### config.mk
export PLATFORM = sky130hd
export DESIGN_NAME = tdm_frame_ctrl
export DESIGN_NICKNAME = d
export VERILOG_FILES = /design/src/rtl/tdm_frame_ctrl.sv
export SDC_FILE = /design/constraint.sdc
export NUM_CORES = 1
export LEC_CHECK = 0
export ABC_AREA = 1
export CORE_MARGIN = 3
export CORE_UTILIZATION = 50
export DETAILED_ROUTE_END_ITERATION = 8
export GPL_ROUTABILITY_DRIVEN = 0
export HOLD_SLACK_MARGIN = 0.06
export PLACE_DENSITY = 0.75
export SYNTH_ARGS = -nofsm -noshare
export SYNTH_HDL_FRONTEND = slang
export SYNTH_SLANG_ARGS = --single-unit
### constraint.sdc
create_clock -name clk -period 1.9 [get_ports clk]
set_input_delay 0.57 -clock clk [delete_from_list [all_inputs] [get_ports clk]]
set_output_delay 0.57 -clock clk [all_outputs]
set_load 0.02 [all_outputs]
### src/rtl/tdm_frame_ctrl.sv
// TDM frame controller: divides clk down to a bit clock, walks bit and slot
// counters through a frame of N slots, and emits frame sync plus slot/frame
// start strobes. Slot count and frame-sync style are taken at each frame start.
//
// Handshake: there is no valid/ready pair here; enable is a level request.
// A rising request starts a frame on the very next clk edge, and a falling
// request only takes effect once the frame in flight has finished.
module tdm_frame_ctrl #(
    parameter int BCLK_DIV  = 4,
    parameter int SLOT_BITS = 32
) (
    input  logic       clk,
    input  logic       rst_n,
    input  logic       enable,
    input  logic [3:0] tdm_num,
    input  logic       fs_mode,
    output logic       bclk,
    output logic       fs,
    output logic [3:0] slot_idx,
    output logic [4:0] bit_idx,
    output logic       slot_start,
    output logic       frame_start,
    output logic       busy,
    output logic       cfg_err
);

    typedef enum logic [1:0] {
        IDLE  = 2'd0,
        RUN   = 2'd1,
        DRAIN = 2'd2
    } state_t;

    localparam logic [7:0] DIV_LAST = 8'(BCLK_DIV - 1);
    localparam logic [4:0] BIT_LAST = 5'(SLOT_BITS - 1);

    state_t     state;
    logic [7:0] div;
    logic [4:0] n_slots;
    logic       mode_q;

    logic       new_illegal;
    logic [4:0] new_n;
    logic       div_tc;
    logic       bclk_fall;
    logic       bit_wrap;
    logic       frame_wrap;
    logic [4:0] nxt_bit;
    logic [3:0] nxt_slot;
    logic       fs_nxt;

    // Decode the slot-count code presented on tdm_num; unknown codes fall back to 2 slots.
    always_comb begin
        new_n       = 5'd2;
        new_illegal = 1'b0;
        case (tdm_num)
            4'd1:    new_n = 5'd2;
            4'd2:    new_n = 5'd4;
            4'd3:    new_n = 5'd8;
            4'd4:    new_n = 5'd16;
            default: new_illegal = 1'b1;
        endcase
    end

    // Work out where the counters go next and whether this clk closes the frame.
    always_comb begin
        div_tc     = (div == DIV_LAST);
        bclk_fall  = div_tc && bclk;
        bit_wrap   = bclk_fall && (bit_idx == BIT_LAST);
        frame_wrap = bit_wrap && ({1'b0, slot_idx} == (n_slots - 5'd1));
        nxt_bit    = bit_idx;
        nxt_slot   = slot_idx;
        if (bclk_fall) begin
            if (bit_idx == BIT_LAST) begin
                nxt_bit  = 5'd0;
                nxt_slot = slot_idx + 4'd1;
            end else begin
                nxt_bit = bit_idx + 5'd1;
            end
        end
        // Pulse mode marks only the first bit of the frame; 50% mode covers the first half of the slots.
        if (mode_q) begin
            fs_nxt = ({1'b0, nxt_slot} < (n_slots >> 1));
        end else begin
            fs_nxt = (nxt_slot == 4'd0) && (nxt_bit == 5'd0);
        end
    end

    // Control FSM with every output registered; frame boundaries reload the configuration.
    always_ff @(posedge clk or negedge rst_n) begin
        if (!rst_n) begin
            state       <= IDLE;
            div         <= 8'd0;
            bclk        <= 1'b0;
            fs          <= 1'b0;
            slot_idx    <= 4'd0;
            bit_idx     <= 5'd0;
            slot_start  <= 1'b0;
            frame_start <= 1'b0;
            busy        <= 1'b0;
            cfg_err     <= 1'b0;
            n_slots     <= 5'd2;
            mode_q      <= 1'b0;
        end else begin
            case (state)
                IDLE: begin
                    div         <= 8'd0;
                    bclk        <= 1'b0;
                    fs          <= 1'b0;
                    slot_idx    <= 4'd0;
                    bit_idx     <= 5'd0;
                    slot_start  <= 1'b0;
                    frame_start <= 1'b0;
                    busy        <= 1'b0;
                    if (enable) begin
                        // First clk of the first frame: fs is high in both modes here.
                        state       <= RUN;
                        busy        <= 1'b1;
                        fs          <= 1'b1;
                        slot_start  <= 1'b1;
                        frame_start <= 1'b1;
                        n_slots     <= new_n;
                        mode_q      <= fs_mode;
                        cfg_err     <= new_illegal;
                    end
                end
                RUN, DRAIN: begin
                    if (frame_wrap) begin
                        div      <= 8'd0;
                        bclk     <= 1'b0;
                        slot_idx <= 4'd0;
                        bit_idx  <= 5'd0;
                        if (enable) begin
                            // Next frame starts; a legal code here never clears a sticky error.
                            state       <= RUN;
                            busy        <= 1'b1;
                            fs          <= 1'b1;
                            slot_start  <= 1'b1;
                            frame_start <= 1'b1;
                            n_slots     <= new_n;
                            mode_q      <= fs_mode;
                            if (new_illegal) begin
                                cfg_err <= 1'b1;
                            end
                        end else begin
                            state       <= IDLE;
                            busy        <= 1'b0;
                            fs          <= 1'b0;
                            slot_start  <= 1'b0;
                            frame_start <= 1'b0;
                        end
                    end else begin
                        if ((state == RUN) && !enable) begin
                            state <= DRAIN;
                        end
                        div         <= div_tc ? 8'd0 : (div + 8'd1);
                        if (div_tc) begin
                            bclk <= ~bclk;
                        end
                        bit_idx     <= nxt_bit;
                        slot_idx    <= nxt_slot;
                        fs          <= fs_nxt;
                        slot_start  <= bit_wrap;
                        frame_start <= 1'b0;
                    end
                end
                default: begin
                    state <= IDLE;
                end
            endcase
        end
    end

endmodule
==> metrics.md, run 1 <==
| Metric | Value |
|---|---|
| Die area | approximately 5000 um^2 |
| CP top delay family | simple AND/OR/NAND/NOR gates |
| Die Y | ~70 um |
| P per Cell Area | around 1200 nW/um^2 |
| Worst slew margin | 72.3% |
| Peak VDD IR | 1000 uV |
| Post-Route WL | 5200 um |
| Wire length per cell | approximately 14 um |
| Worst Tran Pin Value | roughly 410 ps |
| Fin cells | around 380 |
| Min Hold Slack | between 400 and 500 ps |
| Syn nets | around 290 |
| Post-route ant nets | 0 |
| Fillers | 255 |
| CTS Hold Bufs | 0 |
| Aggregate global-route resource usage | 21.6% |
| CTS tree | done |
| Critical Path Most Common Cell | nand2_4 |
| Most instantiated cells after synthesis | 74 x nand2_1, 33 x inv_1, 29 x dfrtp_1 |
| CP max-delay cell | dfrtp_2 |
| Ant diodes | 0 |
| DRC violations left | 0 |
| DP Worst Slack | -174 ps |
| Number of synthesized flops with an enable pin | 0 |
| Critical Path RT | 2070 ps |
| Max incr delay on CP | ~420 ps |
| CP cell instances | ha_4, nand2_4, nor2_4, buf_4, ha_1, nand2_1, inv_2, nand2_4, inv_2, nand4_4, nand2_4, buf_6, mux2i_1, nand2_1 |
| Final Net Count | between 300 and 400 |
| Worst skew pair latency | approximately 290 ps |
| Vias in the first global route | about 1900 |
| Main area contributors after synthesis | dfrtp_1 35%, nand2_1 13%, ha_1 7.3% |
| Cell area after layout | approximately 3000 um^2 |
| CTS Buffer Depth | 2 |
| HPWL after DPL | about 3600 um |
| CTS Sinks | 30 |
| GRT overflow | 0 |
| Detailed-route via count | between 2000 and 2500 |
| Clk root buf | clkbuf_8 |
| Final setup margin | -113 ps |
| Number of max-cap violations | 0 |
| RR Startpoint | bit_idx[0] |
| Area growth, synth to finish | 44.8% |
| Post-DR vias/cell | 5.28 |
| Initial DRC Count | 105 |
| Worst Path Buf+Inv | 4 |
| Hold Path Class | reg2reg |
| Status | finished, violations left |
| Total power | about 3.6 mW |
| Core ar. | approximately 3800 um^2 |
| Starting Density | around 54% |
| Total CTS buffers | 5 |
| Clock Pin Slew Worst Setup and Hold Paths | 70 ps |
| Area post-placement | between 2000 and 3000 um^2 |
| Crit end category | register |
| Post-Syn Area | roughly 2100 um^2 |
| Die width | roughly 70 um |
| # H-tree levels | 2 |
| CP Data Arrival Time | 2190 ps |
| Post-synth top area cell | dfrtp_1 |
| Most frequent cell after synthesis | nand2_1 |
| Final core utilization | 78.0% |
| Setup TNS | -900 ps |
| First drt pass iteration count | 4 |
| Share of the synthesized area in the top cell type | about a third |
| Period utilization | 106% |
| Global-route wire length before repair | between 8000 and 9000 um |
| Dpl cells | 369 |
| RSZ-0062 raised after global routing | true |
| Seq/Total Area, Yosys | a little over a third |
| Layout cells sized above 1 | 35.3% |
| Syn Inst Count | around 270 |
| Worst Skew | slightly above 9 ps |
| Endpoints failing hold | 0 |
| CP Max Fanout | 4 |
| FP Rows | 22 |
| Post-synth top flop | dfrtp_1 |
| CP startpoint kind | register |
| Synth unique cells | 38 |
| Setup violators final | 19 |
| Synth async-reset ratio | 100% |
| Beginning of the worst hold path | frame_start |
| Syn_area_per_cell | 7.69 um^2 |
| Largest net degree at the start of global routing | 31 |
| Peak Freq | ~500 MHz |
| Worst setup path start | bit_idx[0] |
| Crit path kind | reg2reg |
| Number of synthesized register bits | 30 |
| Tmin final | ~2000 ps |
| Fin. max-slew vios | 0 |
| Synth Warn # | 0 |
| IO Pins | 23 |
| Antenna violations before repair | 0 |
| Failing checks | negative setup slack |
| I/O Buffers | 22 |
| Static Leakage | between 1.5 and 2 nW |
worst min-delay path, delay by kind of cell (launching register included):
family / cells / cell delay (ps)
flops: 1 / 340
simple gates: 2 / 110
placed cells by master (no fill, tap or decap), drive strengths merged, types with 2 or more instances in the layout:
cell type,count
a21oi,5
buf,41
clkbuf,7
clkdlybuf4s50,12
clkinv,2
dfrtp,29
dlygate4sd2,8
dlymetal6s2s,2
ha,12
inv,40
nand2,80
nand3,22
nand3b,4
nand4,2
nor2,21
nor3,4
o211ai,3
o21ai,17
o22ai,7
or2,2
xnor2,2
xor2,6
timing repair:
item                                    in CTS  in global routing
pin swaps                                   14                 17
gates cloned                                 1                  0
endpoints found under the setup margin      28                 25
buffers inserted                             4                  0
endpoints found under the hold margin        0                  0
gates resized for setup                     32                 25
routing by layer:
| layer | GRT usage [%] | vias to the layer above | wire length, um |
|---|---|---|---|
| met4 | 6.81 | 0 | 85 |
| met3 | 4.75 | 10 | 224 |
| met1 | 26.9 | 959 | 2260 |
| met2 | 36.9 | 49 | 2630 |
| met5 | 0 | - | 0 |
| li1 | - | 999 | - |
worst paths after layout:
kind	to	cells after the start	slack (ps)
worst max register to register	fs	14	-110
worst min register to register	frame_start	2	480
max in group asynchronous	n_slots[1]	2	1020
min in group asynchronous	mode_q	2	640
worst min-delay path	frame_start	2	480
worst max-delay path	fs	14	-110
kinds of logic (layout without fill, tap and decap cells):
| group | Yosys count | in the layout | synth area share [%] |
|---|---|---|---|
| AND/OR/NAND/NOR | 134 | 135 | 32.4 |
| multiplexers | 1 | 1 | 0.485 |
| AO/OA/AOI/OAI | 36 | 36 | 11.0 |
| buffers and inverters | 47 | 112 | 8.98 |
| XOR/XNOR | 8 | 8 | 3.40 |
| adder cells (fa/ha/maj) | 12 | 12 | 7.28 |
| flip-flops | 30 | 30 | 36.5 |
registers in the layout, summed over array words and instances (netlist names):
| name | cells |
|---|---|
| fs | 1 |
| state | 2 |
| bclk | 1 |
| busy | 1 |
| mode_q | 1 |
| slot_idx | 4 |
| n_slots | 4 |
| cfg_err | 1 |
| slot_start | 1 |
| div | 8 |
| bit_idx | 5 |
| frame_start | 1 |
power by group:
| group | internal [mW] | switching, mW |
|---|---|---|
| clock network | 0.292 | 0.249 |
| registers | 0.804 | 0.125 |
| logic | 0.871 | 1.25 |
area by class of cell:
type	instances	area [um^2]	share of cell area [%]
Clock buffer	7	86.3	2.89
Clock inverter	1	5.00	0.168
Inverter	41	160	5.36
Multi-Input combinational cell	192	1360	45.4
Sequential cell	30	754	25.3
Tap cell	48	60.1	2.01
Timing Repair Buffer	63	563	18.9
(Power assumes the default switching activity.)
==> run 2, diff against run 1 <==
Settings changed: ABC_CLOCK_PERIOD_IN_PS set to 1900, RECOVER_POWER set to 100.
==> metrics.md, run 2 (synthesis results as in run 1) <==
| Metric | Value |
|---|---|
| Area growth, synth to finish | 42.8% |
| Met3 usage | 4.75% (unchanged) |
| CP cell instances | ha_4, nand2_4, nor2_4, buf_4, ha_1, nand2_1, inv_2, nand2_4, inv_2, nand4_4, nand2_4, buf_6, mux2i_1, nand2_1 |
| Met1 Use GR | 26.9% (unchanged) |
| I/O Buffers | 22 (unchanged) |
| Peak VDD IR | 1000 uV (+0.22%) |
| Clk root buf | clkbuf_8 |
| Detailed-route via count | 2033 (+0.79%) |
| CTS Sinks | 30 (unchanged) |
| Core ar. | 3830 um^2 (unchanged) |
| DP Worst Slack | -174 ps (unchanged) |
| IO Pins | 23 (unchanged) |
| Met2 GRT Util | 36.9% (unchanged) |
| Critical Path RT | 2070 ps (about the same) |
| Number of max-cap violations | 0 (unchanged) |
| Antenna violations before repair | 0 (unchanged) |
| Post-route ant nets | 0 (unchanged) |
| Endpoints failing hold | 0 (unchanged) |
| Max incr delay on CP | 420 ps (about the same) |
| Die area | 4930 um^2 (unchanged) |
| Starting Density | 53.9% (unchanged) |
| FP Rows | 22 (unchanged) |
| Failing checks | negative setup slack |
| Final setup margin | -112 ps (+0.409 ps) |
| Fin. max-slew vios | 0 (unchanged) |
| Worst Tran Pin Value | 764 ps (+351 ps) |
| Wire length per cell | 13.6 um (+0.17%) |
| Die Y | 70.2 um (unchanged) |
| Hold Path Class | reg2reg |
| RSZ-0062 raised after global routing | true |
| HPWL after DPL | 3560 um (unchanged) |
| CP max-delay cell | dfrtp_2 |
| First drt pass iteration count | 4 (unchanged) |
| Worst slew margin | 49.1% (-23 points) |
| RR Startpoint | bit_idx[0] |
| Max reg flops | 8 (unchanged) |
| Reg with most FFs | div |
| FF-to-FF path depth | 14 (unchanged) |
| Period utilization | 106% (about the same) |
| CP Data Arrival Time | 2190 ps (about the same) |
| CTS Hold Bufs | 0 (unchanged) |
| CTS Buffer Depth | 2 (unchanged) |
| Total CTS buffers | 5 (unchanged) |
| Aggregate global-route resource usage | 21.6% (unchanged) |
| Multi-input gate area | 1360 um^2 (unchanged) |
| CP Max Fanout | 4 (unchanged) |
| Clock Pin Slew Worst Setup and Hold Paths | 70 ps (about the same) |
| Critical Path Most Common Cell | nand2_4 |
| Cell depth of the worst setup path | 14 (unchanged) |
| Global-route wire length before repair | 8520 um (unchanged) |
| Crit end category | register |
| Layout cells sized above 1 | 34.7% (-0.60 points) |
| Largest net degree at the start of global routing | 31 (unchanged) |
| Initial DRC Count | 117 (+11%) |
| CP startpoint kind | register |
| Beginning of the worst hold path | frame_start |
| Static Leakage | 1.48 nW (-3.6%) |
| CTS tree | done |
| Commonest non-fill, non-tap cell in the layout | nand2_1 |
| Worst skew pair latency | 280 ps (about the same) |
| Ant diodes | 0 (unchanged) |
| Final Net Count | 353 (unchanged) |
| CP top delay family | simple AND/OR/NAND/NOR gates |
| Fin cells | 382 (unchanged) |
| P per Cell Area | 1220 nW/um^2 (+1.1%) |
| # H-tree levels | 2 (unchanged) |
| Post-DR vias/cell | 5.32 (+0.79%) |
| Crit path kind | reg2reg |
| Worst Skew | 8.75 ps (-0.438 ps) |
| DRC violations left | 0 (unchanged) |
| Dpl cells | 369 (unchanged) |
| Biggest regs | div: 8 flops, bit_idx: 5 flops |
| Fillers | 262 (+2.7%) |
| Worst Path Buf+Inv | 4 (unchanged) |
| Peak Freq | 497 MHz (about the same) |
| Status | finished, violations left |
| GRT overflow | 0 (unchanged) |
| Commonest cells after routing, fill and taps aside | 59 x nand2_1, 33 x buf_4, 29 x inv_1 |
| Vias in the first global route | 1888 (unchanged) |
| Worst R2R Setup Slack | -110 ps (about the same) |
| Post-Route WL | 5210 um (+0.17%) |
| Register area | 754 um^2 (unchanged) |
| CP endpoint | fs |
| Tmin final | 2010 ps (-0.409 ps) |
| Reg2reg end | fs |
| Setup violators final | 19 (unchanged) |
| Die width | 70.2 um (unchanged) |
| Gr busiest metal | met2 |
| Worst setup path start | bit_idx[0] |
==> run 2: report_power, final <==
| group | internal (mW) | leakage, nW | total, mW | switching, mW |
|---|---|---|---|---|
| clock | 0.292 | 0.0482 | 0.540 | 0.248 |
| sequential | 0.804 | 0.396 | 0.929 | 0.125 |
| combinational | 0.865 | 1.03 | 2.11 | 1.24 |
==> run 2: final cells by class <==
class | instances | area share (%)
clock buffer | 7 | 2.93
clock inverter | 1 | 0.170
inverter | 41 | 5.44
multi-input combinational | 192 | 46.0
sequential | 30 | 25.6
tap | 48 | 2.04
timing repair buffer | 63 | 17.8
==> run 2: what timing repair did <==
item | 4_1_cts | 5_1_grt
endpoints found under the setup margin | 28 | 25
resized for setup | 32 | 25
buffers inserted | 4 | 0
pin swaps | 14 | 17
cloned | 1 | 0
==> run 2: per-stage QoR <==
step	instance area (um^2)	hold slack, ps	setup TNS, ps	power (mW)	utilization, %
after floorplan	2090	274	-119	1.99	-
after global placement	2640	458	-191	2.57	69.1
after detailed placement	2640	462	-397	2.62	69.1
after CTS	2880	481	-596	3.44	75.2
after global routing	2950	515	-3630	3.84	77.0
final	2950	481	-862	3.58	77.0
==> run 2: worst min path at each step <==
stage | endpoint | depth (start not counted) | slack [ps]
finish | frame_start | 2 | 480
global route | mode_q | 2 | 520
CTS | busy | 2 | 480
detailed placement | busy | 2 | 460
global placement | mode_q | 2 | 460
floorplan | bclk | 0 | 270
==> run 2: routing by layer <==
layer  routed length, um  share of wire, %
met3                 237               4.5
met2                2650                51
met4                  85               1.6
met5                   0                 0
met1                2240                43
==> run 2: worst register-to-register path, delay by kind of cell, from the launching register on <==
kind | cells | cell delay [ps]
buffers and inverters | 4 | 380
AND/OR/NAND/NOR | 7 | 590
multiplexers | 1 | 130
adder cells (fa/ha/maj) | 2 | 370
flip-flops | 1 | 420
==> run 3, diff against run 2 <==
Settings changed: CAP_MARGIN set to 20.
==> results of run 3 <==
The final DEF is identical to that of run 2; final timing and power are the same.
